==> src/rtl/key_event_if.sv <==
// Key event bundle: the debounced key level going in and the event
// pulses/levels coming out. The slave side is the key_event block itself.
interface key_event_if;
  logic key_i;
  logic press_o;
  logic release_o;
  logic click_o;
  logic long_o;
  logic rep_o;
  logic step_o;
  logic held_o;

  modport master (
    output key_i,
    input  press_o, release_o, click_o, long_o, rep_o, step_o, held_o
  );

  modport slave (
    input  key_i,
    output press_o, release_o, click_o, long_o, rep_o, step_o, held_o
  );
endinterface

==> src/rtl/key_event.sv <==
// Key event generator: turns a debounced key level into single-cycle
// press / release / click / long / repeat pulses plus a registered "step"
// (press or repeat) and a "held" level. One counter is shared between the
// long-press hold time and the repeat interval, so it only ever counts up to
// the larger of the two terminal values.
module key_event #(
  parameter int unsigned     CNT_W    = 26,
  parameter logic [CNT_W-1:0] HOLD_CYC = 26'd50_000_000,
  parameter logic [CNT_W-1:0] REP_CYC  = 26'd10_000_000
) (
  input  logic        clk,
  input  logic        rstn,
  key_event_if.slave  kif
);

  localparam logic [CNT_W-1:0] ONE       = {{(CNT_W-1){1'b0}}, 1'b1};
  localparam logic [CNT_W-1:0] HOLD_LAST = HOLD_CYC - ONE;
  localparam logic [CNT_W-1:0] REP_LAST  = REP_CYC - ONE;

  typedef enum logic [1:0] {
    IDLE   = 2'd0,
    DOWN   = 2'd1,
    REPEAT = 2'd2
  } state_t;

  state_t           state_q, state_d;
  logic [CNT_W-1:0] cnt_q, cnt_d;
  logic             press_q, press_d;
  logic             release_q, release_d;
  logic             click_q, click_d;
  logic             long_q, long_d;
  logic             rep_q, rep_d;
  logic             step_q, step_d;
  logic             held_q, held_d;

  // State, counter and all outputs are registered; reset clears everything at once.
  always_ff @(posedge clk or negedge rstn) begin
    if (!rstn) begin
      state_q   <= IDLE;
      cnt_q     <= '0;
      press_q   <= 1'b0;
      release_q <= 1'b0;
      click_q   <= 1'b0;
      long_q    <= 1'b0;
      rep_q     <= 1'b0;
      step_q    <= 1'b0;
      held_q    <= 1'b0;
    end else begin
      state_q   <= state_d;
      cnt_q     <= cnt_d;
      press_q   <= press_d;
      release_q <= release_d;
      click_q   <= click_d;
      long_q    <= long_d;
      rep_q     <= rep_d;
      step_q    <= step_d;
      held_q    <= held_d;
    end
  end

  // Next state and pulse decisions; a released key is checked before the
  // terminal count so release always beats long/rep on the same edge.
  always_comb begin
    state_d   = state_q;
    cnt_d     = cnt_q;
    press_d   = 1'b0;
    release_d = 1'b0;
    click_d   = 1'b0;
    long_d    = 1'b0;
    rep_d     = 1'b0;
    case (state_q)
      IDLE: begin
        if (kif.key_i) begin
          state_d = DOWN;
          cnt_d   = '0;
          press_d = 1'b1;
        end
      end
      DOWN: begin
        if (!kif.key_i) begin
          state_d   = IDLE;
          cnt_d     = '0;
          release_d = 1'b1;
          click_d   = 1'b1;
        end else if (cnt_q == HOLD_LAST) begin
          state_d = REPEAT;
          cnt_d   = '0;
          long_d  = 1'b1;
        end else begin
          cnt_d = cnt_q + ONE;
        end
      end
      REPEAT: begin
        if (!kif.key_i) begin
          state_d   = IDLE;
          cnt_d     = '0;
          release_d = 1'b1;
        end else if (cnt_q == REP_LAST) begin
          cnt_d = '0;
          rep_d = 1'b1;
        end else begin
          cnt_d = cnt_q + ONE;
        end
      end
      default: begin
        state_d = IDLE;
        cnt_d   = '0;
      end
    endcase
    step_d = press_d | rep_d;
    held_d = (state_d != IDLE);
  end

  assign kif.press_o   = press_q;
  assign kif.release_o = release_q;
  assign kif.click_o   = click_q;
  assign kif.long_o    = long_q;
  assign kif.rep_o     = rep_q;
  assign kif.step_o    = step_q;
  assign kif.held_o    = held_q;

endmodule

==> src/flat_wrapper.sv <==
// flat-port wrapper written by rule: the top's interface ports become plain ports
module key_event_flat 
#(
  parameter int unsigned     CNT_W    = 26,
  parameter logic [CNT_W-1:0] HOLD_CYC = 26'd50_000_000,
  parameter logic [CNT_W-1:0] REP_CYC  = 26'd10_000_000
)
  (clk, rstn, kif_key_i, kif_press_o, kif_release_o, kif_click_o, kif_long_o, kif_rep_o, kif_step_o, kif_held_o);
  key_event_if kif_i ();
  input  logic clk;
  input  logic rstn;
  input wire logic [$bits(kif_i.key_i)-1:0] kif_key_i;
  output wire logic [$bits(kif_i.press_o)-1:0] kif_press_o;
  output wire logic [$bits(kif_i.release_o)-1:0] kif_release_o;
  output wire logic [$bits(kif_i.click_o)-1:0] kif_click_o;
  output wire logic [$bits(kif_i.long_o)-1:0] kif_long_o;
  output wire logic [$bits(kif_i.rep_o)-1:0] kif_rep_o;
  output wire logic [$bits(kif_i.step_o)-1:0] kif_step_o;
  output wire logic [$bits(kif_i.held_o)-1:0] kif_held_o;
  assign kif_i.key_i = kif_key_i;
  assign kif_press_o = kif_i.press_o;
  assign kif_release_o = kif_i.release_o;
  assign kif_click_o = kif_i.click_o;
  assign kif_long_o = kif_i.long_o;
  assign kif_rep_o = kif_i.rep_o;
  assign kif_step_o = kif_i.step_o;
  assign kif_held_o = kif_i.held_o;
  key_event #(.CNT_W(CNT_W), .HOLD_CYC(HOLD_CYC), .REP_CYC(REP_CYC)) u_core (.clk(clk), .rstn(rstn), .kif(kif_i));
endmodule
==> config.mk <==
export PLATFORM = sky130hd
export DESIGN_NAME = key_event_flat
export DESIGN_NICKNAME = d
export VERILOG_FILES = /design/src/rtl/key_event_if.sv /design/src/rtl/key_event.sv /design/src/flat_wrapper.sv
export SDC_FILE = /design/constraint.sdc
export NUM_CORES = 1
export LEC_CHECK = 0
export ABC_CLOCK_PERIOD_IN_PS = 2000
export CORE_MARGIN = 5
export CORE_UTILIZATION = 40
export CTS_BUF_LIST = sky130_fd_sc_hd__clkbuf_8
export DETAILED_ROUTE_END_ITERATION = 8
export PLACE_DENSITY = 0.67
export SLEW_MARGIN = 20
export SYNTH_ARGS = -nofsm -noshare
export SYNTH_HDL_FRONTEND = slang
export SYNTH_SLANG_ARGS = --single-unit
export TNS_END_PERCENT = 20
==> constraint.sdc <==
create_clock -name clk -period 2 [get_ports clk]
set_input_delay 0.3 -clock clk [delete_from_list [all_inputs] [get_ports clk]]
set_output_delay 0.3 -clock clk [all_outputs]
set_load 0.02 [all_outputs]
==> impl_metrics.toml <==
[drt]
ant_nets = 0
dr_total_vias = 2297
wl_per_cell_um = 16.7
avgViaCountPerCell = 6.03
drcViolationCount = 0
dr.pass1.iters = 5
wl_um = 6380
drt_iter0_drc = 180

[global_routing]
grt_antenna_before_repair = 0
globalRoute.busiestLayer = "met2"
grt_pass1_vias = 2246
grt_util_met1_pct = 22.7
grt_use_met3_pct = 3.59
use_met2_pct = 30.6
grt_first_pass_wirelength_um = 10700
grtUsageTotal_pct = 18.2
grt_max_degree = 36
grt_overflow = 0

[sta]
setup_slack_ps = -9.64
fmax_mhz = 498
holdWs_ps = 74.5
min_period_ps = 2010
finalCritPeriodShare_pct = 100
fin_tns_setup_ps = -9.64
setup_viol = 1
fin_skew_ps = 5.86
drv_slew = 0
rsz0062_at_grt = "true"
hold_viol = 0
tightest_slew_ps = 775
max_slew_margin_pct = 48.3

[pwr]
power.density_nw_per_um2 = 727
clkPwrFrac_pct = 31.7
switching_share_pct = 33.1
p_leak_nw = 1.24
peakVddDrop_mv = 0.540
internal-power_mw = 1.43
netSwitchingPower_uw = 707
combPwrFrac_pct = 31.6
pwr-share-seq_pct = 36.7

[finish]
layout_common_cells = "nand2_1 (46), buf_4 (40), dfrtp_1 (35), nand3_1 (20), o211ai_1 (15)"
mostFrequentLayoutCell = "nand2_1"
synthToLayoutAreaGrowth_pct = 30.8
design_area_sq_um = 2940
fillCellCount = 491
n_antenna_cell = 0
multiInputGateArea_sq_um = 1320
fin_nets = 316
drive_gt1_share_pct = 22.7
seq_area_sq_um = 876
stdcell_count = 381

[setup_path]
worstPathArrival_ps = 2180
required_ps = 2170
critPathCaptureType = "register"
critical_path.max_fanout = 10
startpoint_type = "register"
worstSetupPathType = "reg -> reg"

[floorplanning]
core_sq_um = 5470
ios = 10
start_util_pct = 41.1
dieArea_sq_um = 7220
die_h_um = 85.0
die_width_um = 85.0
rows = 27

[outcome]
status = "finished, violations left"
violations = "negative setup slack"

[placement]
place_area_sq_um = 2720
routabilityCongestion = 0.855
io_buffers = 9
dp_hpwl_um = 4430
dp_cells = 370

[logic_synthesis]
yosys.area.top_type = "dfrtp_1"
syn_area_per_cell_sq_um = 8.48
ys_types = 43
synth.net_count = 273
synth_ff_type = "dfrtp_1"
yosysWarnings = 0
synth_edf_count = 0
synth-seq-cells = 35
netlist.area_leader.share_pct = 39.0
synth_cells = 265
syn_area_sq_um = 2250
netlist_top_cells_area = "dfrtp_1 (39%), nand2_1 (7.7%), o211ai_1 (5.0%)"
ys_seq_area_share_pct = 39.0
async_flop_share_pct = 100

[clock_network]
htree_levels = 2
clock_latency_ps = 290
cts_root_buffer = "clkbuf_8"
clockBufferDepth = 2
numCtsBuffers = 5
cts_sinks = 35
cts_tree = "done"
clkTransAtPathRegs_ps = 80

[flow_run]
maxCapViolCount = 0

[worst_hold_path]
hp-class = "in -> async"
area by class of cell:
class / count / share of cell area (%)
Sequential cell: 35 / 29.8
Clock buffer: 6 / 2.81
Multi-Input combinational cell: 202 / 45.0
Timing Repair Buffer: 54 / 16.9
Inverter: 10 / 1.28
Clock inverter: 2 / 1.19
Tap cell: 72 / 3.06
power groups by stage:
stage | registers [mW] | logic [mW] | clock network (mW)
floorplan | 0.845 | 0.314 | 0
global placement | 0.798 | 0.657 | 0
detailed placement | 0.800 | 0.666 | 0
CTS | 0.786 | 0.669 | 0.691
global route | 0.795 | 0.732 | 0.713
finish | 0.785 | 0.674 | 0.677
sequential cells by signal (all words and copies together), names as in the netlist:
| signal | count |
|---|---|
| u_core.kif.long_o | 1 |
| u_core.cnt_q | 26 |
| u_core.kif.rep_o | 1 |
| u_core.kif.step_o | 1 |
| u_core.kif.click_o | 1 |
| u_core.kif.release_o | 1 |
| u_core.state_q | 2 |
| u_core.kif.press_o | 1 |
| u_core.kif.held_o | 1 |
routing by layer:
layer | vias to the layer above | wire (um)
met5 | - | 0
met4 | 0 | 139
met3 | 20 | 413
met2 | 98 | 3130
met1 | 1093 | 2690
li1 | 1086 | -
metrics by stage:
step	util, %	setup slack (ps)	total power [mW]
finish	53.7	-9.64	2.14
global route	53.7	-90.5	2.24
CTS	51.9	7.32	2.15
detailed placement	49.7	21.4	1.47
global placement	49.7	71.3	1.46
floorplan	-	16.5	1.16
final timing paths:
kind / from / to / slack (ps) / depth (start not counted)
min in group clk: u_core.cnt_q[15] / u_core.cnt_q[15] / 560 / 2
hold / removal: rstn / u_core.cnt_q[5] / 70 / 1
hold reg to reg: u_core.cnt_q[15] / u_core.cnt_q[15] / 560 / 2
setup reg to reg: u_core.cnt_q[13] / u_core.cnt_q[25] / -10 / 7
setup / recovery: u_core.cnt_q[13] / u_core.cnt_q[25] / -10 / 7
max in group asynchronous: rstn / u_core.cnt_q[21] / 1430 / 1
worst max-delay path: stages, from the launching register on:
cell and delay (ps):
dfrtp_1 390, or4b_4 540, nor3_2 120, buf_4 140, a31oi_4 150, buf_4 220, o2111ai_1 210, nand3_1 110
cells in the mapped netlist, types with 2 or more instances:
cell type and n:
nand2_1 46, dfrtp_1 35, nand3_1 20, o211ai_1 15, nor2_1 14, clkbuf_1 12
o221ai_1 11, inv_1 10, and2_1 8, and4_1 8, nor4_1 8, o2111ai_1 8
nand4_1 6, nor3_1 6, ha_1 5, nor2b_1 5, o21ai_0 5, a22oi_1 4
and3_1 4, buf_2 4, o31a_1 4, or3_1 3, a31oi_1 2, o21a_1 2
o21ai_1 2
kinds of logic (layout without fill, tap and decap cells):
kind of cell,after synthesis,count (layout),share of synthesized area [%]
AND/OR/NAND/NOR,139,139,33.1
AO/OA/AOI/OAI,57,57,19.7
flip-flops,35,35,39.0
buffers and inverters,28,72,5.07
adder cells (fa/ha/maj),5,5,2.78
XOR/XNOR,1,1,0.390
timing repair:
action	in CTS	in global routing
resized for setup	0	10
endpoints found under the hold margin	0	0
hold buffers	0	0
endpoints found under the setup margin	0	18
buffers inserted	0	1
Power figures use the tool's default switching activity.
